===== src/rtl/ptp_rx_proc_if.sv =====
// Flit stream from the MAC receive path into ptp_rx_proc: flit strobe/data,
// end-of-frame status strobe and the parser's ready back-pressure.
interface ptp_rx_proc_if;
  logic         in_data_wr;
  logic [133:0] in_data;
  logic         in_valid_wr;
  logic         in_valid;
  logic         in_ready;

  modport master (
    output in_data_wr,
    output in_data,
    output in_valid_wr,
    output in_valid,
    input  in_ready
  );

  modport slave (
    input  in_data_wr,
    input  in_data,
    input  in_valid_wr,
    input  in_valid,
    output in_ready
  );
endinterface


===== src/rtl/ptp_rx_proc.sv =====
// Receive-side PTP parser: extracts timestamps/peer key from 6-flit frames and emits events.
// Define PTP_RX_DMAC_FILTER_EN to accept only frames addressed to MAC_ADDR or broadcast.
module ptp_rx_proc #(
  parameter logic [15:0] ETHERTYPE = 16'h88F7,
  parameter int unsigned PKT_FLITS = 6,
  parameter int unsigned CNT_W     = 32
) (
  input  logic              clk,
  input  logic              rst_n,
  ptp_rx_proc_if.slave      rx,
  input  logic [47:0]       MAC_ADDR,
  output logic [3:0]        ptp_rcv_type,
  output logic              ptp_rcv_type_valid,
  output logic [53:0]       key,
  output logic              key_valid,
  output logic [47:0]       ts_4,
  output logic              ts_4_valid,
  output logic [47:0]       t1_ts,
  output logic [47:0]       t2_ts,
  output logic              sync_ts_valid,
  output logic [47:0]       t4_ts,
  output logic              resp_ts_valid,
  output logic [CNT_W-1:0]  rx_sync_cnt,
  output logic [CNT_W-1:0]  rx_req_cnt,
  output logic [CNT_W-1:0]  rx_resp_cnt,
  output logic [CNT_W-1:0]  rx_err_cnt,
  output logic [CNT_W-1:0]  rx_drop_cnt
);

  localparam int unsigned     FCNT_W     = $clog2(PKT_FLITS + 1);
  localparam logic [FCNT_W-1:0] LAST_MID = FCNT_W'(PKT_FLITS - 2);
  localparam logic [FCNT_W-1:0] FIRST_BODY = FCNT_W'(3);
  localparam logic [15:0] MSG_SYNC = 16'h0101;
  localparam logic [15:0] MSG_REQ  = 16'h0301;
  localparam logic [15:0] MSG_RESP = 16'h0401;
  localparam logic [15:0] MSG_TEST = 16'h0501;

  typedef enum logic [2:0] {S_IDLE, S_META2, S_ETH, S_BODY, S_TAIL, S_STAT} state_e;

  state_e            r_state, w_state_nxt;
  logic [FCNT_W-1:0] r_fcnt, w_fcnt_nxt;
  logic              r_ready;
  logic [5:0]        r_port;
  logic [47:0]       r_ingress, r_smac, r_origin;
  logic [15:0]       r_etype, r_msg;
  logic              r_dmac_ok;

  logic [3:0]        r_type;
  logic              r_type_valid, r_key_valid, r_ts4_valid, r_sync_valid, r_resp_valid;
  logic [53:0]       r_key;
  logic [47:0]       r_ts4, r_t1, r_t2, r_t4;
  logic [CNT_W-1:0]  r_sync_cnt, r_req_cnt, r_resp_cnt, r_err_cnt, r_drop_cnt;

  logic w_head, w_mid, w_tail;
  logic w_latch_head, w_latch_eth, w_latch_tail, w_len_err, w_eval;
  logic w_dmac_ok, w_msg_ok, w_frame_ok, w_accept, w_drop, w_err_inc;
  logic [47:0] w_origin;
  logic w_unused;

  function automatic logic [CNT_W-1:0] sat_inc(input logic [CNT_W-1:0] v);
    return (&v) ? v : v + CNT_W'(1);
  endfunction

  always_comb begin
    w_head = rx.in_data_wr & (rx.in_data[133:132] == 2'b01);
    w_mid  = rx.in_data_wr & (rx.in_data[133:132] == 2'b11);
    w_tail = rx.in_data_wr & (rx.in_data[133:132] == 2'b10);
  end

`ifdef PTP_RX_DMAC_FILTER_EN
  always_comb w_dmac_ok = (rx.in_data[127:80] == MAC_ADDR) | (&rx.in_data[127:80]);
`else
  always_comb w_dmac_ok = 1'b1;
`endif

  assign w_unused = ^{rx.in_data[131:128], MAC_ADDR};

  always_comb begin
    w_state_nxt  = r_state;
    w_fcnt_nxt   = r_fcnt;
    w_latch_head = 1'b0;
    w_latch_eth  = 1'b0;
    w_latch_tail = 1'b0;
    w_len_err    = 1'b0;
    w_eval       = 1'b0;
    case (r_state)
      S_IDLE: begin
        if (w_head) begin
          w_latch_head = 1'b1;
          w_state_nxt  = S_META2;
        end else if (w_mid || w_tail) begin
          w_len_err = 1'b1;
        end
      end
      // Flits are not accepted while in_ready is low; only the status strobe matters.
      S_STAT: begin
        if (rx.in_valid_wr) begin
          w_eval      = 1'b1;
          w_state_nxt = S_IDLE;
        end
      end
      default: begin
        if (w_head) begin
          w_len_err    = 1'b1;
          w_latch_head = 1'b1;
          w_state_nxt  = S_META2;
        end else if (w_mid) begin
          if (r_state == S_META2) begin
            w_state_nxt = S_ETH;
          end else if (r_state == S_ETH) begin
            w_latch_eth = 1'b1;
            w_fcnt_nxt  = FIRST_BODY;
            w_state_nxt = S_BODY;
          end else if (r_state == S_BODY) begin
            if (r_fcnt == LAST_MID) w_state_nxt = S_TAIL;
            else                    w_fcnt_nxt  = r_fcnt + 1'b1;
          end else begin
            w_len_err   = 1'b1;
            w_state_nxt = S_IDLE;
          end
        end else if (w_tail) begin
          if (r_state == S_TAIL) begin
            w_latch_tail = 1'b1;
            if (rx.in_valid_wr) begin
              w_eval      = 1'b1;
              w_state_nxt = S_IDLE;
            end else begin
              w_state_nxt = S_STAT;
            end
          end else begin
            w_len_err   = 1'b1;
            w_state_nxt = S_IDLE;
          end
        end
      end
    endcase
  end

  // Same-cycle tail+status evaluates against the origin timestamp still on the bus.
  always_comb begin
    w_origin   = (r_state == S_TAIL) ? rx.in_data[95:48] : r_origin;
    w_msg_ok   = (r_msg == MSG_SYNC) | (r_msg == MSG_REQ) | (r_msg == MSG_RESP) |
                 (r_msg == MSG_TEST);
    w_frame_ok = (r_etype == ETHERTYPE) & w_msg_ok & r_dmac_ok;
    w_accept   = w_eval & rx.in_valid & w_frame_ok;
    w_drop     = w_eval & rx.in_valid & ~w_frame_ok;
    w_err_inc  = w_len_err | (w_eval & ~rx.in_valid);
  end

  always_ff @(posedge clk or negedge rst_n) begin
    if (!rst_n) begin
      r_state   <= S_IDLE;
      r_fcnt    <= '0;
      r_ready   <= 1'b0;
      r_port    <= '0;
      r_ingress <= '0;
      r_smac    <= '0;
      r_etype   <= '0;
      r_msg     <= '0;
      r_dmac_ok <= 1'b0;
      r_origin  <= '0;
    end else begin
      r_state <= w_state_nxt;
      r_fcnt  <= w_fcnt_nxt;
      r_ready <= (w_state_nxt != S_STAT);
      if (w_latch_head) begin
        r_port    <= rx.in_data[125:120];
        r_ingress <= rx.in_data[47:0];
      end
      if (w_latch_eth) begin
        r_smac    <= rx.in_data[79:32];
        r_etype   <= rx.in_data[31:16];
        r_msg     <= rx.in_data[15:0];
        r_dmac_ok <= w_dmac_ok;
      end
      if (w_latch_tail) r_origin <= rx.in_data[95:48];
    end
  end

  always_ff @(posedge clk or negedge rst_n) begin
    if (!rst_n) begin
      r_type       <= '0;
      r_type_valid <= 1'b0;
      r_key        <= '0;
      r_key_valid  <= 1'b0;
      r_ts4        <= '0;
      r_ts4_valid  <= 1'b0;
      r_t1         <= '0;
      r_t2         <= '0;
      r_sync_valid <= 1'b0;
      r_t4         <= '0;
      r_resp_valid <= 1'b0;
      r_sync_cnt   <= '0;
      r_req_cnt    <= '0;
      r_resp_cnt   <= '0;
      r_err_cnt    <= '0;
      r_drop_cnt   <= '0;
    end else begin
      r_type_valid <= 1'b0;
      r_key_valid  <= 1'b0;
      r_ts4_valid  <= 1'b0;
      r_sync_valid <= 1'b0;
      r_resp_valid <= 1'b0;
      if (w_err_inc) r_err_cnt  <= sat_inc(r_err_cnt);
      if (w_drop)    r_drop_cnt <= sat_inc(r_drop_cnt);
      if (w_accept) begin
        r_type       <= r_msg[11:8];
        r_type_valid <= 1'b1;
        case (r_msg)
          MSG_SYNC: begin
            r_key        <= {r_smac, r_port};
            r_key_valid  <= 1'b1;
            r_t1         <= w_origin;
            r_t2         <= r_ingress;
            r_sync_valid <= 1'b1;
            r_sync_cnt   <= sat_inc(r_sync_cnt);
          end
          MSG_REQ: begin
            r_key       <= {r_smac, r_port};
            r_key_valid <= 1'b1;
            r_ts4       <= r_ingress;
            r_ts4_valid <= 1'b1;
            r_req_cnt   <= sat_inc(r_req_cnt);
          end
          MSG_RESP: begin
            r_t4         <= w_origin;
            r_resp_valid <= 1'b1;
            r_resp_cnt   <= sat_inc(r_resp_cnt);
          end
          default: ;
        endcase
      end
    end
  end

  assign rx.in_ready          = r_ready;
  assign ptp_rcv_type         = r_type;
  assign ptp_rcv_type_valid   = r_type_valid;
  assign key                  = r_key;
  assign key_valid            = r_key_valid;
  assign ts_4                 = r_ts4;
  assign ts_4_valid           = r_ts4_valid;
  assign t1_ts                = r_t1;
  assign t2_ts                = r_t2;
  assign sync_ts_valid        = r_sync_valid;
  assign t4_ts                = r_t4;
  assign resp_ts_valid        = r_resp_valid;
  assign rx_sync_cnt          = r_sync_cnt;
  assign rx_req_cnt           = r_req_cnt;
  assign rx_resp_cnt          = r_resp_cnt;
  assign rx_err_cnt           = r_err_cnt;
  assign rx_drop_cnt          = r_drop_cnt;

endmodule


===== src/flat_wrapper.sv =====
// flat-port wrapper written by rule: the top's interface ports become plain ports
module ptp_rx_proc_flat 
#(
  parameter logic [15:0] ETHERTYPE = 16'h88F7,
  parameter int unsigned PKT_FLITS = 6,
  parameter int unsigned CNT_W     = 32
)
  (clk, rst_n, MAC_ADDR, ptp_rcv_type, ptp_rcv_type_valid, key, key_valid, ts_4, ts_4_valid, t1_ts, t2_ts, sync_ts_valid, t4_ts, resp_ts_valid, rx_sync_cnt, rx_req_cnt, rx_resp_cnt, rx_err_cnt, rx_drop_cnt, rx_in_data_wr, rx_in_data, rx_in_valid_wr, rx_in_valid, rx_in_ready);
  ptp_rx_proc_if rx_i ();
  input  logic clk;
  input  logic rst_n;
  input  logic [47:0] MAC_ADDR;
  output logic [3:0] ptp_rcv_type;
  output logic ptp_rcv_type_valid;
  output logic [53:0] key;
  output logic key_valid;
  output logic [47:0] ts_4;
  output logic ts_4_valid;
  output logic [47:0] t1_ts;
  output logic [47:0] t2_ts;
  output logic sync_ts_valid;
  output logic [47:0] t4_ts;
  output logic resp_ts_valid;
  output logic [CNT_W-1:0] rx_sync_cnt;
  output logic [CNT_W-1:0] rx_req_cnt;
  output logic [CNT_W-1:0] rx_resp_cnt;
  output logic [CNT_W-1:0] rx_err_cnt;
  output logic [CNT_W-1:0] rx_drop_cnt;
  input wire logic [$bits(rx_i.in_data_wr)-1:0] rx_in_data_wr;
  input wire logic [$bits(rx_i.in_data)-1:0] rx_in_data;
  input wire logic [$bits(rx_i.in_valid_wr)-1:0] rx_in_valid_wr;
  input wire logic [$bits(rx_i.in_valid)-1:0] rx_in_valid;
  output wire logic [$bits(rx_i.in_ready)-1:0] rx_in_ready;
  assign rx_i.in_data_wr = rx_in_data_wr;
  assign rx_i.in_data = rx_in_data;
  assign rx_i.in_valid_wr = rx_in_valid_wr;
  assign rx_i.in_valid = rx_in_valid;
  assign rx_in_ready = rx_i.in_ready;
  ptp_rx_proc #(.ETHERTYPE(ETHERTYPE), .PKT_FLITS(PKT_FLITS), .CNT_W(CNT_W)) u_core (.clk(clk), .rst_n(rst_n), .rx(rx_i), .MAC_ADDR(MAC_ADDR), .ptp_rcv_type(ptp_rcv_type), .ptp_rcv_type_valid(ptp_rcv_type_valid), .key(key), .key_valid(key_valid), .ts_4(ts_4), .ts_4_valid(ts_4_valid), .t1_ts(t1_ts), .t2_ts(t2_ts), .sync_ts_valid(sync_ts_valid), .t4_ts(t4_ts), .resp_ts_valid(resp_ts_valid), .rx_sync_cnt(rx_sync_cnt), .rx_req_cnt(rx_req_cnt), .rx_resp_cnt(rx_resp_cnt), .rx_err_cnt(rx_err_cnt), .rx_drop_cnt(rx_drop_cnt));
endmodule

===== config.mk =====
export PLATFORM = sky130hd
export DESIGN_NAME = ptp_rx_proc_flat
export DESIGN_NICKNAME = d
export VERILOG_FILES = /design/src/rtl/ptp_rx_proc_if.sv /design/src/rtl/ptp_rx_proc.sv /design/src/flat_wrapper.sv
export SDC_FILE = /design/constraint.sdc
export NUM_CORES = 1
export LEC_CHECK = 0
export CORE_MARGIN = 2
export CORE_UTILIZATION = 40
export DETAILED_ROUTE_END_ITERATION = 10
export MAX_ROUTING_LAYER = met4
export PLACE_DENSITY = 0.78
export SLEW_MARGIN = 20
export SYNTH_ARGS = -nofsm -noshare
export SYNTH_HDL_FRONTEND = slang
export SYNTH_SLANG_ARGS = --single-unit

===== constraint.sdc =====
create_clock -name clk -period 3 [get_ports clk]
set_input_delay 0.9 -clock clk [delete_from_list [all_inputs] [get_ports clk]]
set_output_delay 0.9 -clock clk [all_outputs]
set_load 0.02 [all_outputs]

Yosys cells after proc, flatten, opt, wreduce, memory -nomap -nowiden

Cells that the tools add are included.

Add/sub/neg operators: 6
Multipliers: 0
Divide/modulo/power cells: 0
Magnitude comparators: 0
Equality and inequality tests: 16
Shift operators: 0
Mux-type cells: 53
Bitwise gates (word level): 23
Reductions and logical operators: 20

Operators by type and width:

| cell                    | number |
|---|---|
| $add A32 B1 Y32 const B | 5 |
| $reduce_and A32 Y1      | 5 |
| $mux W48                | 1 |
| $mux W3                 | 14 |
| $mux W1                 | 35 |
| $eq A16 B11 Y1 const B  | 2 |
| $eq A16 B10 Y1 const B  | 1 |
| $eq A16 B16 Y1 const B  | 1 |
| $eq A16 B9 Y1 const B   | 1 |
| $reduce_and A2 Y1       | 6 |
| $not A1 Y1              | 10 |
| $and A1 B1 Y1           | 9 |
| $eq A3 B3 Y1 const B    | 3 |
| $reduce_and A3 Y1       | 3 |
| $eq A3 B2 Y1 const B    | 2 |
| $pmux W3 S2             | 1 |
| $reduce_and A6 Y1       | 1 |
| $eq A2 B2 Y1 const B    | 2 |
| $or A1 B1 Y1            | 4 |
| $pmux W1 S2             | 2 |
| $reduce_or A2 Y1        | 2 |
| $add A3 B1 Y3 const B   | 1 |
| $eq A3 B1 Y1 const B    | 1 |
| $logic_not A3 Y1        | 1 |
| 5 further kinds         | 5 |

Flip-flop bits (word level): 605
Latch bits: 0
RAM bits: 0
Bits in read-only memories: 0
Output and inout bits: 416
Memories: 0

Logic depth before layout (Yosys ltp)

Gate-level depths: netlist of run 1.

Depth in word-level cells: 9
Depth in mapped cells: 10
Depth with buffers taken out: 7

Worst setup path after synthesis of run 1

OpenSTA, ideal clock, no wires.

Path type: input to register
From: input rx_in_data[133]
To: register u_core.r_req_cnt[20] (netlist: u_core.rx_req_cnt[20])
Setup time: 129 ps
Arrival time: 2768 ps
Path slack: 102 ps
Stages: 8
Cell sequence: buf_2 and3b_1 clkbuf_2 o21ai_1 or4_1 nor4_2 nand4_1 xnor2_1

Cells in the longest elaborated chain, start to end: 9
Elaborated cells between the ends (all ways): 13
Classes of those cells: 3 x eq/ne; 4 x mux; 5 x bitwise; 1 x reduce/logical

RTL lines:

| item                          | line               | text |
|---|---|---|
| start: declaration            | flat_wrapper.sv:30 | `input wire logic [$bits(rx_i.in_data)-1:0] rx_in_data;` |
| $eq A2 B2 Y1                  | ptp_rx_proc.sv:67  | `w_tail = rx.in_data_wr & (rx.in_data[133:132] == 2'b10);` |
| $and A1 B1 Y1                 | ptp_rx_proc.sv:67  |  |
| $mux W1                       | ptp_rx_proc.sv:121 | `end else if (w_tail) begin` |
| $mux W1                       | ptp_rx_proc.sv:107 | `end else if (w_mid) begin` |
| $mux W1 *                     | ptp_rx_proc.sv:103 | `if (w_head) begin` |
| $pmux W1 S2 *                 | ptp_rx_proc.sv:86  | `case (r_state)` |
| $and A1 B1 Y1 * (2 in a row)  | ptp_rx_proc.sv:145 | `w_accept = w_eval & rx.in_valid & w_frame_ok;` |
| $reduce_and A3 Y1 (no line) * | --                 |  |
| end signal: assignment        | ptp_rx_proc.sv:223 | `r_req_cnt <= sat_inc(r_req_cnt);` |
| end: declaration              | ptp_rx_proc.sv:52  | `logic [CNT_W-1:0] r_sync_cnt, r_req_cnt, r_resp_cnt, r_err_cnt, r_drop_cnt;` |

Every way passes the cells marked *; elsewhere a longest branch is shown, timed or not.
A chain may end at the register's enable or synchronous reset.

Final worst setup path of run 1

From: input rx_in_data[133]
To: register u_core.r_err_cnt[22] (netlist: u_core.rx_err_cnt[22])

Cells in the longest elaborated chain, start to end: 9
Elaborated cells between the ends (all ways): 20
Classes of those cells: 3 x eq/ne; 10 x mux; 5 x bitwise; 2 x reduce/logical

RTL lines:

| item                          | line               | text |
|---|---|---|
| $eq A2 B2 Y1                  | ptp_rx_proc.sv:67  |  |
| $and A1 B1 Y1                 | ptp_rx_proc.sv:67  |  |
| $mux W1                       | ptp_rx_proc.sv:121 |  |
| $mux W1                       | ptp_rx_proc.sv:107 |  |
| $mux W1                       | ptp_rx_proc.sv:103 |  |
| $pmux W1 S2                   | ptp_rx_proc.sv:86  |  |
| $and A1 B1 Y1                 | ptp_rx_proc.sv:147 | `w_err_inc = w_len_err \| (w_eval & ~rx.in_valid);` |
| $or A1 B1 Y1 *                | ptp_rx_proc.sv:147 |  |
| $reduce_and A2 Y1 (no line) * | --                 |  |
| end signal: assignment        | ptp_rx_proc.sv:204 | `if (w_err_inc) r_err_cnt <= sat_inc(r_err_cnt);` |
| end: declaration              | ptp_rx_proc.sv:52  |  |

Marks and branches as above.

==> results.json, run 1 <==
{
  "p_int_mw": 14.4,
  "synth_fp_nets": 2085,
  "worst_slew_pin_slew_ns": 0.772,
  "synth_edf_count": 0,
  "fmaxAchievable_mhz": 348,
  "grt-ovfl-total": 0,
  "p_leak_nw": 15.3,
  "gr-usage-met1_pct": 27.2,
  "finClkSkew_ns": 0.0173,
  "cts_made_buffers": 68,
  "avgSynthCellArea_um2": 13.0,
  "wl_mm": 70.2,
  "area_delta_synth_final_pct": 37.6,
  "grt_pass1_wl_mm": 109,
  "maxCapViolations": 0,
  "grt_usage_pct": 22.7,
  "antenna_found_initial": 7,
  "dp_cells": 3213,
  "core-area_mm2": 0.0606,
  "clock_path_buffers": 3,
  "setup.worst_path.class": "input pin to register",
  "die_h_um": 252,
  "initial_core_util_pct": 40.7,
  "grt_max_degree": 58,
  "place_congestion": 0.871,
  "clk_pin_slew_ns": 0.06,
  "yosysWarnings": 0,
  "power_frac_comb_pct": 6.4,
  "grt_pass1_vias": 18700,
  "yosys_most_used_dff": "dfrtp_1",
  "setup_viol_count_final": 0,
  "fin_nets": 2696,
  "seq_power_share_pct": 47.7,
  "port_buffers": 524,
  "dieArea_mm2": 0.0636,
  "clock_latency_ns": 0.59,
  "slew_violations": 0,
  "cts.sinks": 605,
  "cp-end-kind": "register",
  "wl_per_cell_um": 21.0,
  "setup_tns_ns": 0,
  "grt_use_met2_pct": 37.1,
  "drive_gt1_share_pct": 22.3,
  "synth.distinct_cells": 58,
  "drc": 0,
  "pin_count": 603,
  "globalRoute.busiestLayer": "met2",
  "dr.pass1.iters": 5,
  "switching_power_mw": 4.20,
  "critPathMaxFanout": 9,
  "power.share.clock_pct": 45.9,
  "cts_tree": "done",
  "final_antenna_net_count": 0,
  "htreeDepth": 3,
  "ys_seq_area_share_pct": 61.5,
  "crit_arrival_ns": 3.35,
  "postCtsHoldBufs": 0,
  "final_cell_mix": "dfrtp_1 (605), clkdlybuf4s50_1 (523), mux2_2 (334), nand2_1 (187), xnor2_1 (107)",
  "vias": 17600,
  "swShare_pct": 22.6,
  "hpwl_mm": 50.5,
  "syn_area_mm2": 0.0246,
  "worst_setup_path_start_kind": "input pin",
  "drt-vias-per-instance": 5.27,
  "peakVddDrop_v": 0.000591,
  "ys_ff_latch": 605,
  "maxSlewHeadroom_pct": 48.5,
  "critPathRequiredTime_ns": 3.47,
  "status": "completed",
  "grt_use_met3_pct": 5.60,
  "finalCriticalPeriod_ns": 2.88,
  "p_per_area_mw_per_mm2": 549,
  "async_flop_share_pct": 100,
  "fin_crit_sh_pct": 95.9,
  "cts_root_buf": "clkbuf_16",
  "fp-row-count": 90,
  "synthCells": 1891,
  "final_cells": 3338,
  "layout_commonest_cell": "dfrtp_1",
  "finalHoldViolations": 0,
  "holdCritPathClass": "input pin to asynchronous set/reset pin",
  "dr.first_iter.drc_count": 905,
  "chipWidth_um": 252
}
power by group through the flow:
stage                     registers [mW]  logic (mW)  clock network [mW]
after detailed placement            9.01        1.19                   0
after CTS                           8.86        1.20                8.72
after global routing                8.92        1.30                9.06
after floorplan                     8.94       0.512                   0
final                               8.87        1.18                8.54
after global placement              8.97        1.15                   0
timing repair:
action	in CTS	in global routing
cloned	0	0
resized for setup	1	6
pin swaps	0	2
setup endpoints to repair	2	77
setup buffers	0	1
critical path, stage by stage:
cell and delay (ns):
clkdlybuf4s50_1 0.42, buf_4 0.19, a21o_1 0.19, a221oi_1 0.34, a2bb2oi_2 0.21, a311oi_2 0.72
nand4_1 0.20, xnor2_1 0.17
registers in the layout, summed over array words and instances, names as in the netlist, 4 cells and up:
name / cells
u_core.key: 54
u_core.r_ingress: 48
u_core.r_origin: 48
u_core.r_smac: 48
u_core.t1_ts: 48
u_core.t2_ts: 48
u_core.t4_ts: 48
u_core.ts_4: 48
u_core.rx_drop_cnt: 32
u_core.rx_err_cnt: 32
u_core.rx_req_cnt: 32
u_core.rx_resp_cnt: 32
u_core.rx_sync_cnt: 32
u_core.r_etype: 16
u_core.r_msg: 16
u_core.r_port: 6
u_core.ptp_rcv_type: 4
layout make-up:
type / count / area, um2
fill: 4743 / 26700
sequential: 605 / 15100
multi-input combinational: 1189 / 9150
timing repair buffer: 621 / 6240
clock buffer: 92 / 1990
tap: 782 / 978
clock inverter: 24 / 318
inverter: 17 / 63.8
antenna: 8 / 20.0
stage by stage:
stage | power [mW] | cell area [um2] | utilization, % | setup WS (ns) | hold slack, ns
CTS | 18.8 | 33800 | 55.9 | 0.00220 | 0.256
detailed placement | 10.2 | 31500 | 52.1 | -0.639 | 0.456
finish | 18.6 | 33900 | 55.9 | 0.123 | 0.276
global placement | 10.1 | 31500 | 52.1 | -0.587 | 0.457
global route | 19.3 | 33900 | 55.9 | -0.0205 | 0.264
floorplan | 9.45 | 24600 | - | 0.102 | 0.471
cells in the mapped netlist, types with 2 or more instances:
| master | number | area share [%] |
|---|---|---|
| nor3b_2 | 2 | 0.10 |
| xnor2_1 | 107 | 3.8 |
| inv_1 | 17 | 0.26 |
| o21bai_1 | 2 | 0.061 |
| or2_1 | 2 | 0.051 |
| a21o_1 | 2 | 0.061 |
| nor2_1 | 50 | 0.76 |
| nor4_1 | 13 | 0.33 |
| xor2_1 | 48 | 1.7 |
| nand4b_1 | 4 | 0.14 |
| nor4b_1 | 2 | 0.071 |
| ha_1 | 7 | 0.36 |
| nand4_1 | 53 | 1.3 |
| buf_1 | 14 | 0.21 |
| nor3b_1 | 6 | 0.18 |
| nor3_1 | 26 | 0.53 |
| a21oi_1 | 7 | 0.14 |
| mux2i_1 | 48 | 2.0 |
| clkbuf_1 | 49 | 0.75 |
| or2_2 | 5 | 0.13 |
| nand2b_1 | 4 | 0.10 |
| o21ai_0 | 103 | 2.1 |
| nor4b_2 | 2 | 0.12 |
| dfrtp_1 | 605 | 61 |
| nand2_1 | 188 | 2.9 |
| buf_2 | 14 | 0.28 |
| and3_1 | 29 | 0.74 |
| nor4_2 | 3 | 0.15 |
| and4b_1 | 2 | 0.081 |
| o211ai_1 | 5 | 0.15 |
| nor2b_1 | 6 | 0.15 |
| mux2_2 | 334 | 15 |
| clkbuf_2 | 2 | 0.041 |
| and2_1 | 10 | 0.25 |
| or3_1 | 6 | 0.15 |
| and4_1 | 24 | 0.85 |
| nand3_1 | 64 | 1.3 |
| or4_1 | 6 | 0.18 |
per-layer routing:
metal	wire length, um	vias to the layer above	share of wire (%)
met3	4340	164	6.2
met1	28200	9002	40
met5	0	-	0
met4	2720	0	3.9
met2	35000	532	50
li1	-	7881	-
kinds of logic (layout without fill, tap and decap cells):
group / after synthesis / after routing / synth area share (%)
XOR/XNOR: 155 / 155 / 5.51
AO/OA/AOI/OAI: 131 / 131 / 2.94
other: 0 / 8 / 0
multiplexers: 382 / 382 / 17.2
adder cells (fa/ha/maj): 7 / 7 / 0.355
flip-flops: 605 / 605 / 61.5
buffers and inverters: 97 / 754 / 1.59
AND/OR/NAND/NOR: 514 / 514 / 10.9
final timing paths:
check                                         end              startpoint  cells past startpoint  slack (ns)
min in group clk           u_core.ptp_rcv_type[0]  u_core.ptp_rcv_type[0]                      2        0.47
max                         u_core.rx_err_cnt[22]         rx_in_data[133]                      8        0.12
min                           u_core.r_origin[45]                   rst_n                      1        0.28
max reg2reg                u_core.rx_resp_cnt[31]      u_core.r_etype[13]                      7        0.17
max in group asynchronous         u_core.ts_4[15]                   rst_n                      3        1.78
min reg2reg                u_core.ptp_rcv_type[0]  u_core.ptp_rcv_type[0]                      2        0.47
Power figures use the tool's default switching activity.
==> run 2: changes to the inputs <==
--- a/config.mk
+++ b/config.mk
@@ -5,11 +5,11 @@
 export SDC_FILE = /design/constraint.sdc
 export NUM_CORES = 1
 export LEC_CHECK = 0
-export CORE_MARGIN = 2
-export CORE_UTILIZATION = 40
+export CORE_AREA = 2 2 232 234
 export DETAILED_ROUTE_END_ITERATION = 10
+export DIE_AREA = 0 0 234 236
 export MAX_ROUTING_LAYER = met4
-export PLACE_DENSITY = 0.78
+export PLACE_DENSITY = 0.87
 export SLEW_MARGIN = 20
 export SYNTH_ARGS = -nofsm -noshare
 export SYNTH_HDL_FRONTEND = slang
==> run 2 against run 1 <==
  * Sequential power about the same
  * Non-clock buffer count is 3 higher
  * Final cell count fell by 2.7%
  * Clock power decreased by 11%
  * Setup slack lost 0.060 ns
  * Flip-flop and latch count did not move
  * Largest power group unchanged
==> results.json, run 2 (synthesized netlist as in run 1, its figures left out) <==
{
  "clk_pin_slew_ns": 0.06,
  "maxCapViolations": 0,
  "final_cell_mix": "dfrtp_1 (605), clkdlybuf4s50_1 (523), mux2_2 (334), nand2_1 (187), xnor2_1 (107)",
  "setup.worst_path.class": "input pin to register",
  "final_cells": 3247,
  "p_per_area_mw_per_mm2": 528,
  "cts_tree": "done",
  "drive_gt1_share_pct": 22.2,
  "dieArea_mm2": 0.0552,
  "final_area_mm2": 0.0335,
  "drt-vias-per-instance": 5.50,
  "p_int_mw": 13.6,
  "power.share.clock_pct": 43.1,
  "cp-end-kind": "register",
  "maxSlewHeadroom_pct": 49.8,
  "core-area_mm2": 0.0531,
  "final.fill_count": 3747,
  "grt_pass1_wl_mm": 110,
  "final_antenna_net_count": 0,
  "layout_commonest_cell": "dfrtp_1",
  "grt_pass1_vias": 18800,
  "wl_per_cell_um": 21.7,
  "seq_power_share_pct": 50.1,
  "worst_slew_pin_slew_ns": 0.746,
  "grt_usage_pct": 26.3,
  "postCtsHoldBufs": 0,
  "clock_path_buffers": 3,
  "grt_max_degree": 73,
  "chipWidth_um": 234,
  "place_congestion": 0.960,
  "cts_root_buf": "clkbuf_16",
  "finClkSkew_ns": 0.0204,
  "htreeDepth": 2,
  "switching_power_mw": 4.14,
  "critPathRequiredTime_ns": 3.49,
  "crit_arrival_ns": 3.43,
  "slew_violations": 0,
  "area_delta_synth_final_pct": 36.1,
  "finalHoldViolations": 0,
  "largest_reg_flops": 54,
  "worst_setup_path_start_kind": "input pin",
  "hpwl_mm": 48.9,
  "placed_cell_area_mm2": 0.0315,
  "dpl_worst_slack_ns": -0.584,
  "worst_slack_ns": 0.0622,
  "finalCriticalPeriod_ns": 2.94,
  "fp-row-count": 85,
  "grt-ovfl-total": 0,
  "drc": 0,
  "critPathMaxFanout": 9,
  "vias": 17900,
  "status": "completed",
  "pin_count": 603,
  "dr.pass1.iters": 5,
  "dr.first_iter.drc_count": 1072,
  "swShare_pct": 23.4,
  "fin_crit_sh_pct": 97.9,
  "fmaxAchievable_mhz": 340,
  "port_buffers": 524,
  "cts.sinks": 605,
  "die_h_um": 236,
  "wl_mm": 70.3,
  "fin_nets": 2691,
  "cts_made_buffers": 60,
  "antenna_found_initial": 7,
  "rsz0062_at_grt": "false",
  "peakVddDrop_v": 0.000517,
  "dp_cells": 3130,
  "setup_viol_count_final": 0,
  "p_leak_nw": 15.2,
  "clock_latency_ns": 0.62,
  "initial_core_util_pct": 46.4,
  "power_frac_comb_pct": 6.8,
  "holdCritPathClass": "input pin to asynchronous set/reset pin"
}
[run 2: critical path, stage by stage]
cell	delay [ns]
clkdlybuf4s50_1	0.45
and3b_2	0.35
buf_4	0.15
o211ai_1	0.07
or4_2	0.59
buf_4	0.23
nor3_1	0.25
buf_4	0.18
nand3_1	0.10
xnor2_1	0.14
[run 2: area by class of cell]
| cell class | instances | area [um2] | share of cell area (%) |
|---|---|---|---|
| well taps | 696 | 871 | 2.60 |
| clock buffers | 80 | 1730 | 5.16 |
| diodes | 7 | 17.5 | 0.0523 |
| multi-input cells | 1189 | 9150 | 27.3 |
| clock inverters | 29 | 287 | 0.855 |
| inverters | 17 | 63.8 | 0.190 |
| repair buffers | 624 | 6260 | 18.7 |
| flip-flops and latches | 605 | 15100 | 45.2 |
[run 2: final timing paths]
check	start	to	slack (ns)	cells after the start
worst min-delay path	rst_n	u_core.t4_ts[11]	0.23	1
min in group clk	u_core.ptp_rcv_type[0]	u_core.ptp_rcv_type[0]	0.47	2
max in group asynchronous	rst_n	u_core.ts_4[47]	1.85	2
worst max register to register	u_core.r_etype[8]	u_core.t4_ts[20]	0.13	8
worst max-delay path	rx_in_data[132]	u_core.rx_req_cnt[30]	0.06	10
worst min register to register	u_core.ptp_rcv_type[0]	u_core.ptp_rcv_type[0]	0.47	2
[run 2: timing repair]
action                     4_1_cts  5_1_grt
pin swaps                        0        1
setup endpoints to repair        1       27
gates cloned                     0        0
resized for setup                1        3
setup buffers                    0        1
[run 2: metrics by stage]
stage | TNS, ns | util (%) | hold slack [ns] | power (mW)
6_report | 0 | 63.2 | 0.233 | 17.7
5_1_grt | 0 | 63.2 | 0.258 | 18.3
4_1_cts | 0 | 63.1 | 0.237 | 17.8
3_5_place_dp | -133.85 | 59.3 | 0.464 | 10.2
3_3_place_gp | -110.25 | 59.3 | 0.460 | 10.1
2_1_floorplan | 0 | - | 0.471 | 9.45
[run 2: per-layer routing]
metal | vias to the layer above | GRT usage (%) | wire, um
li1 | 7870 | - | -
met3 | 173 | 5.51 | 4800
met5 | - | - | 0
met2 | 680 | 42.8 | 35000
met4 | 0 | 10.6 | 3010
met1 | 9141 | 32.0 | 27500
[run 2: power groups by stage]
stage / Clock, mW / Sequential, mW / Combinational (mW)
after global placement: 0 / 8.95 / 1.13
after global routing: 8.10 / 8.91 / 1.32
after CTS: 7.75 / 8.86 / 1.20
after floorplan: 0 / 8.94 / 0.512
after detailed placement: 0 / 8.99 / 1.19
final: 7.63 / 8.87 / 1.20
==> run 3: changes to the inputs <==
--- a/config.mk
+++ b/config.mk
@@ -9,8 +9,8 @@
 export DETAILED_ROUTE_END_ITERATION = 10
 export DIE_AREA = 0 0 234 236
 export MAX_ROUTING_LAYER = met4
-export PLACE_DENSITY = 0.87
-export SLEW_MARGIN = 20
+export PLACE_DENSITY = 0.84
+export SLEW_MARGIN = 10
 export SYNTH_ARGS = -nofsm -noshare
 export SYNTH_HDL_FRONTEND = slang
 export SYNTH_SLANG_ARGS = --single-unit
==> run 3 against run 2 <==
  * Combinational power is essentially flat
  * Final area grew 0.46%
  * Flip-flop and latch count is the same
  * Via count shrank 0.22%
  * Register-to-register slack gained 0.03 ns
  * Critical path depth shrank 1
  * Sequential share of layout area shrank 0.20 points
  * Critical path type unchanged
  * Highest routed layer unchanged
==> results.json, run 3 (synthesized netlist as in run 1, its figures left out) <==
{
  "critPathMaxFanout": 6,
  "cts.sinks": 605,
  "grt_usage_pct": 25.7,
  "worst_slack_ns": 0.104,
  "finClkSkew_ns": 0.0284,
  "fp-row-count": 85,
  "cts_root_buf": "clkbuf_16",
  "grt_pass1_wl_mm": 107,
  "setup_tns_ns": 0,
  "power.share.clock_pct": 45.0,
  "postCtsHoldBufs": 0,
  "cts_tree": "done",
  "hpwl_mm": 48.5,
  "slowest_delay_ns": 0.59,
  "finalHoldViolations": 0,
  "clock_latency_ns": 0.59,
  "initial_core_util_pct": 46.4,
  "crit_top_cell": "buf_4",
  "place_congestion": 0.904,
  "drt-vias-per-instance": 5.48,
  "grt_pass1_vias": 18800,
  "vias": 17800,
  "rsz0062_at_grt": "false",
  "fmaxAchievable_mhz": 345,
  "final.fill_count": 3760,
  "r2r_cells": 6,
  "wl_per_cell_um": 21.3,
  "grt_max_degree": 83,
  "grt-ovfl-total": 0,
  "area_delta_synth_final_pct": 36.7,
  "fin_nets": 2693,
  "crit_buf_inv": 3,
  "worst_setup_path_start_kind": "input pin",
  "dr.first_iter.drc_count": 1018,
  "chipWidth_um": 234,
  "maxSlewHeadroom_pct": 33.5,
  "final_cell_mix": "dfrtp_1 (605), clkdlybuf4s50_1 (523), mux2_2 (334), nand2_1 (187), xnor2_1 (107)",
  "slew_violations": 0,
  "core-area_mm2": 0.0531,
  "dpl_worst_slack_ns": -0.535,
  "crit_arrival_ns": 3.40,
  "peakVddDrop_v": 0.000552,
  "fin_crit_sh_pct": 96.5,
  "worst_slew_pin_slew_ns": 0.998,
  "power_frac_comb_pct": 6.5,
  "wl_mm": 69.1,
  "finalCriticalPeriod_ns": 2.90,
  "holdCritPathClass": "input pin to asynchronous set/reset pin",
  "switching_power_mw": 4.17,
  "status": "completed",
  "clock_path_buffers": 3,
  "p_per_area_mw_per_mm2": 543,
  "cp-end-kind": "register",
  "pin_count": 603,
  "crit_slowest_cell": "or4_2",
  "clk_pin_slew_ns": 0.06,
  "cts_made_buffers": 66,
  "port_buffers": 524,
  "p_leak_nw": 15.3,
  "dr.pass1.iters": 5,
  "largest_reg_flops": 54,
  "die_h_um": 236,
  "regToRegSetupSlack_ns": 0.16,
  "maxCapViolations": 0,
  "r2r_start": "u_core.r_msg[7]",
  "drc": 0,
  "layout_commonest_cell": "dfrtp_1",
  "antenna_found_initial": 9,
  "r2r-end": "u_core.rx_resp_cnt[25]",
  "setup_viol_count_final": 0,
  "drive_gt1_share_pct": 22.1,
  "seq_power_share_pct": 48.5,
  "worstPathCellList": "clkdlybuf4s50_1 > and4b_2 > buf_4 > o211ai_1 > or4_2 > or2_1 > buf_4 > nor2_1 > xor2_1",
  "dieArea_mm2": 0.0552,
  "whs_ns": 0.279,
  "crit_family": "simple AND/OR/NAND/NOR gates",
  "final_antenna_net_count": 0,
  "critPathRequiredTime_ns": 3.50,
  "setup.worst_path.class": "input pin to register",
  "cts_setup_buffers": 0,
  "htreeDepth": 3,
  "p_int_mw": 14.1,
  "swShare_pct": 22.8
}
-- run 3: changes by cell type in the layout (fill, tap and decap cells not counted), sizes merged --
cell	change
buf	-4
clkinvlp	-3
bufinv	+2
clkinv	-5
clkbuf	+12
diode	+2
-- run 3: power groups by stage --
stage,Sequential [mW],Clock (mW),Combinational (mW)
after floorplan,8.94,0,0.512
after global placement,8.96,0,1.12
after detailed placement,9.00,0,1.18
after CTS,8.87,8.37,1.20
after global routing,8.92,8.72,1.29
final,8.87,8.23,1.18
-- run 3: worst max path at each step --
stage / startpoint / endpoint / slack, ns / depth (start not counted)
after floorplan: rx_in_data[133] / u_core.rx_req_cnt[20] / 0.10 / 8
after global placement: rx_in_valid / u_core.rx_resp_cnt[29] / -0.51 / 7
after detailed placement: rx_in_valid / u_core.rx_resp_cnt[31] / -0.53 / 7
after CTS: rx_in_valid / u_core.rx_resp_cnt[25] / 0.08 / 7
after global routing: rx_in_valid / u_core.rx_resp_cnt[25] / 0.008 / 7
final: rx_in_valid / u_core.rx_req_cnt[15] / 0.10 / 9
-- run 3: worst register-to-register path, stage by stage, from the launching register on --
cell     delay, ns
dfrtp_1       0.40
nor4_2        0.44
nand4_1       0.21
or4_2         0.78
or4b_4        0.62
nor2_1        0.15
xor2_1        0.16
-- run 3: final cells by class --
type,count,area (um2),share of cell area (%)
flip-flops and latches,605,15100,45.0
multi-input cells,1189,9150,27.2
repair buffers,620,6230,18.5
clock buffers,92,1910,5.68
well taps,696,871,2.59
clock inverters,23,288,0.855
inverters,17,63.8,0.189
diodes,9,22.5,0.0669
-- run 3: through the flow --
stage	power (mW)	instance area, um2	instances	util, %
after detailed placement	10.2	31400	3127	59.2
after global placement	10.1	31400	3127	59.2
final	18.3	33700	3251	63.5
after global routing	18.9	33700	3251	63.5
after floorplan	9.45	24600	1891	-
after CTS	18.4	33600	3242	63.4
-- run 3: what timing repair did --
action                                  4_1_cts  5_1_grt
hold endpoints to repair                      0        0
endpoints found under the setup margin        0       12
gates resized for setup                       0        4
-- run 3: layer usage --
| metal | routed length (um) | global-route usage, % | vias to the layer above |
|---|---|---|---|
| li1 | - | - | 7865 |
| met1 | 27400 | 31.2 | 9146 |
| met2 | 33700 | 40.1 | 638 |
| met3 | 4670 | 6.65 | 176 |
| met4 | 3270 | 12.4 | 0 |
| met5 | 0 | - | - |
==> RTL edit: new RTL, settings of run 3 <==
`CNT_W` is set to 32 in 2 places; all go to 16.
--- a/src/rtl/ptp_rx_proc.sv
+++ b/src/rtl/ptp_rx_proc.sv
@@ -3,7 +3,7 @@
 module ptp_rx_proc #(
   parameter logic [15:0] ETHERTYPE = 16'h88F7,
   parameter int unsigned PKT_FLITS = 6,
-  parameter int unsigned CNT_W     = 32
+  parameter int unsigned CNT_W     = 16
 ) (
   input  logic              clk,
   input  logic              rst_n,
--- a/src/flat_wrapper.sv
+++ b/src/flat_wrapper.sv
@@ -3,7 +3,7 @@
 #(
   parameter logic [15:0] ETHERTYPE = 16'h88F7,
   parameter int unsigned PKT_FLITS = 6,
-  parameter int unsigned CNT_W     = 32
+  parameter int unsigned CNT_W     = 16
 )
   (clk, rst_n, MAC_ADDR, ptp_rcv_type, ptp_rcv_type_valid, key, key_valid, ts_4, ts_4_valid, t1_ts, t2_ts, sync_ts_valid, t4_ts, resp_ts_valid, rx_sync_cnt, rx_req_cnt, rx_resp_cnt, rx_err_cnt, rx_drop_cnt, rx_in_data_wr, rx_in_data, rx_in_valid_wr, rx_in_valid, rx_in_ready);
   ptp_rx_proc_if rx_i ();
Interface: changed (5 resized); port bits go from 603 to 523. No check against the original RTL was run, so the function may have changed too.
==> RTL edit against run 3 <==
Worst hold slack got worse by 0.049 ns; setup slack better by 0.026 ns; first-iteration DRC count fell by 26%; non-clock buffer count decreased by 102; register-to-register slack got worse by 0.03 ns; wire length shrank 17%; sequential cell count decreased by 80; synthesized area down 14%; cell area decreased by 15%; critical path type unchanged; total power fell by 17%; count of clock-buffer cells in the layout decreased by 18; critical path depth decreased by 1.
==> RTL edit: results (changes against run 3) <==
INFO  metric share_clk_of_total_power = 0.449 (about the same)
INFO  metric holdCritPathClass = in -> async
INFO  metric status = finished clean
INFO  metric firstDrtPassIters = 5 (unchanged)
INFO  metric number_of_global_route_vias_before_repair = 16243 (-13%)
INFO  metric post-cts-setup-buffer-count = 0 (unchanged)
INFO  metric postSynthNetCount = 1855 (-11%)
INFO  metric switching_power = 3.456 mW (-17%)
INFO  metric total_chip_power = 15.22 mW (-17%)
INFO  metric antenna_found_initial = 3 (-6)
INFO  metric post_synth_most_frequent_cells = dfrtp_1, mux2_2, nand2_1
INFO  metric synth.distinct_cells = 51 (-12%)
INFO  metric total_length_of_routed_wires = 57110 um (-17%)
INFO  metric clock_tree.htree_level_count = 2 (-1)
INFO  metric irDropWorstVdd = 0.4407 mV (-20%)
INFO  metric synth_sequential_area_ratio = 0.6223 (+0.007734)
INFO  metric fillerInstances = 4184 (+11%)
INFO  metric cts_root_buffer = clkbuf_16
INFO  metric regToRegSetupSlack = 0.13 ns (-0.03 ns)
INFO  metric power.static_leakage = 13.27 nW (-13%)
INFO  metric pwr.group.combinational = 864 uW (-27%)
INFO  metric clkLatencyLatePin = about 0.60 ns
INFO  metric synth_async_sr_flop_share = 1.000 (unchanged)
INFO  metric cts_made_buffers = 54 (-18%)
INFO  metric grtUsageTotal = 0.2130 (-0.04439)
INFO  metric worst-path-max-fanout = 20 (+14)
INFO  metric post_dp_cell_area = 26940 um^2 (-14%)
INFO  metric drive_above_1_share = 0.2167 (-0.004434)
INFO  metric worstMarginPinSlew = 0.6314 ns (-0.3666 ns)
INFO  metric detailedPlacementHpwl = 40090 um (-17%)
INFO  metric placed_instances = 2788 (-11%)
INFO  metric post_synth_inst_count = 1661 (-12%)
INFO  metric drt-initial-drc-count = 749 (-26%)
INFO  metric ys_warn_count = 0 (unchanged)
INFO  metric io_buffer_count = 444 (-15%)
INFO  metric cp.arrival = 3.34 ns (-0.06 ns)
INFO  metric post_cts_resize_count = 0 (unchanged)
INFO  metric vias_per_cell = 5.190 (-5.3%)
INFO  metric finalClockSkew = 0.02450 ns (-0.003898 ns)
INFO  metric largest_register_ff_count = 54 (unchanged)
INFO  metric cap_viol_max_count = 0 (unchanged)
INFO  metric largest_net_degree_at_the_start_of_global_routing = 97 (+17%)
INFO  metric place.gp.congestion = 0.8517 (-5.8%)
INFO  metric fin_nets = 2342 (-13%)
INFO  metric clock_tree.buffer_depth = 3 (unchanged)
INFO  metric post_synth_top_flop = dfrtp_1
INFO  metric clk_transition_reported_paths = 0.06 ns (about the same)
INFO  metric detailroute.via_count = 15009 (-16%)
INFO  metric synth.area.top_cells = dfrtp_1, mux2_2, nand2_1
INFO  metric grt_first_pass_wirelength = 89600 um (-16%)
RTL edit: cell types whose count changed in the layout (fill, tap and decap cells not counted), moves of 19 or more:
cell,before,now
and3_1,29,10
buf_4,75,49
clkdlybuf4s50_1,523,443
dfrtp_1,605,525
mux2_2,334,291
nand2_1,187,280
nand3_1,63,38
nand4_1,53,25
nor2_1,49,28
xnor2_1,107,25
RTL edit: cell type report:
cell class | instances | area [um^2] | share of cell area
antenna | 4 | 10.01 | 0.0003477
tap | 696 | 870.8 | 0.03025
clock buffer | 74 | 1528 | 0.05306
inverter | 9 | 33.78 | 0.001173
timing repair buffer | 518 | 5318 | 0.1847
clock inverter | 26 | 299.0 | 0.01039
multi-input combinational | 1040 | 7594 | 0.2638
sequential | 525 | 13140 | 0.4563
RTL edit: path summary, 6_finish.rpt:
path | endpoint | from | cells past startpoint
setup reg to reg | u_core.rx_req_cnt[1]$_DFFE_PN0P_ | u_core.r_etype[10]$_DFFE_PN0P_ | 6
min in group clk | u_core.t2_ts[3]$_DFFE_PN0P_ | u_core.t2_ts[3]$_DFFE_PN0P_ | 2
hold reg to reg | u_core.t2_ts[3]$_DFFE_PN0P_ | u_core.t2_ts[3]$_DFFE_PN0P_ | 2
hold / removal | u_core.r_ingress[47]$_DFFE_PN0P_ | rst_n | 1
setup / recovery | u_core.rx_req_cnt[1]$_DFFE_PN0P_ | rx_in_valid_wr | 8
max in group asynchronous | u_core.r_etype[10]$_DFFE_PN0P_ | rst_n | 3
RTL edit: metrics by stage:
stage	hold WS [ns]	setup WS, ns
after floorplan	0.4401	0.02074
after global placement	0.4484	-0.5172
after detailed placement	0.4549	-0.5119
after CTS	0.1943	0.01164
after global routing	0.2108	0.02197
final	0.2303	0.1297
RTL edit: worst max-delay path, stage by stage:
cell	delay (ns)
clkdlybuf4s50_1	0.52
and4b_1	0.23
buf_4	0.15
o211ai_1	0.11
or4_2	0.72
buf_12	0.19
nor2_1	0.16
mux2_2	0.35
RTL edit: metal layers:
layer | wire (um) | track usage | up-vias
li1 | - | - | 6736
met1 | 22270 | 0.2467 | 7597
met2 | 27980 | 0.3442 | 539
met3 | 4522 | 0.06383 | 137
met4 | 2338 | 0.08707 | 0
met5 | 0 | - | -
RTL edit: logic make-up (layout without fill, tap and decap cells):
kind of cell | Yosys count | in the layout | synth area share
mux | 341 | 341 | 0.1790
simple gates | 496 | 496 | 0.1127
compound gates | 124 | 124 | 0.03117
other cells | 0 | 4 | 0
buf+inv | 96 | 627 | 0.02080
fa+ha+maj | 7 | 7 | 0.004148
flops | 525 | 525 | 0.6223
xor+xnor | 72 | 72 | 0.02987
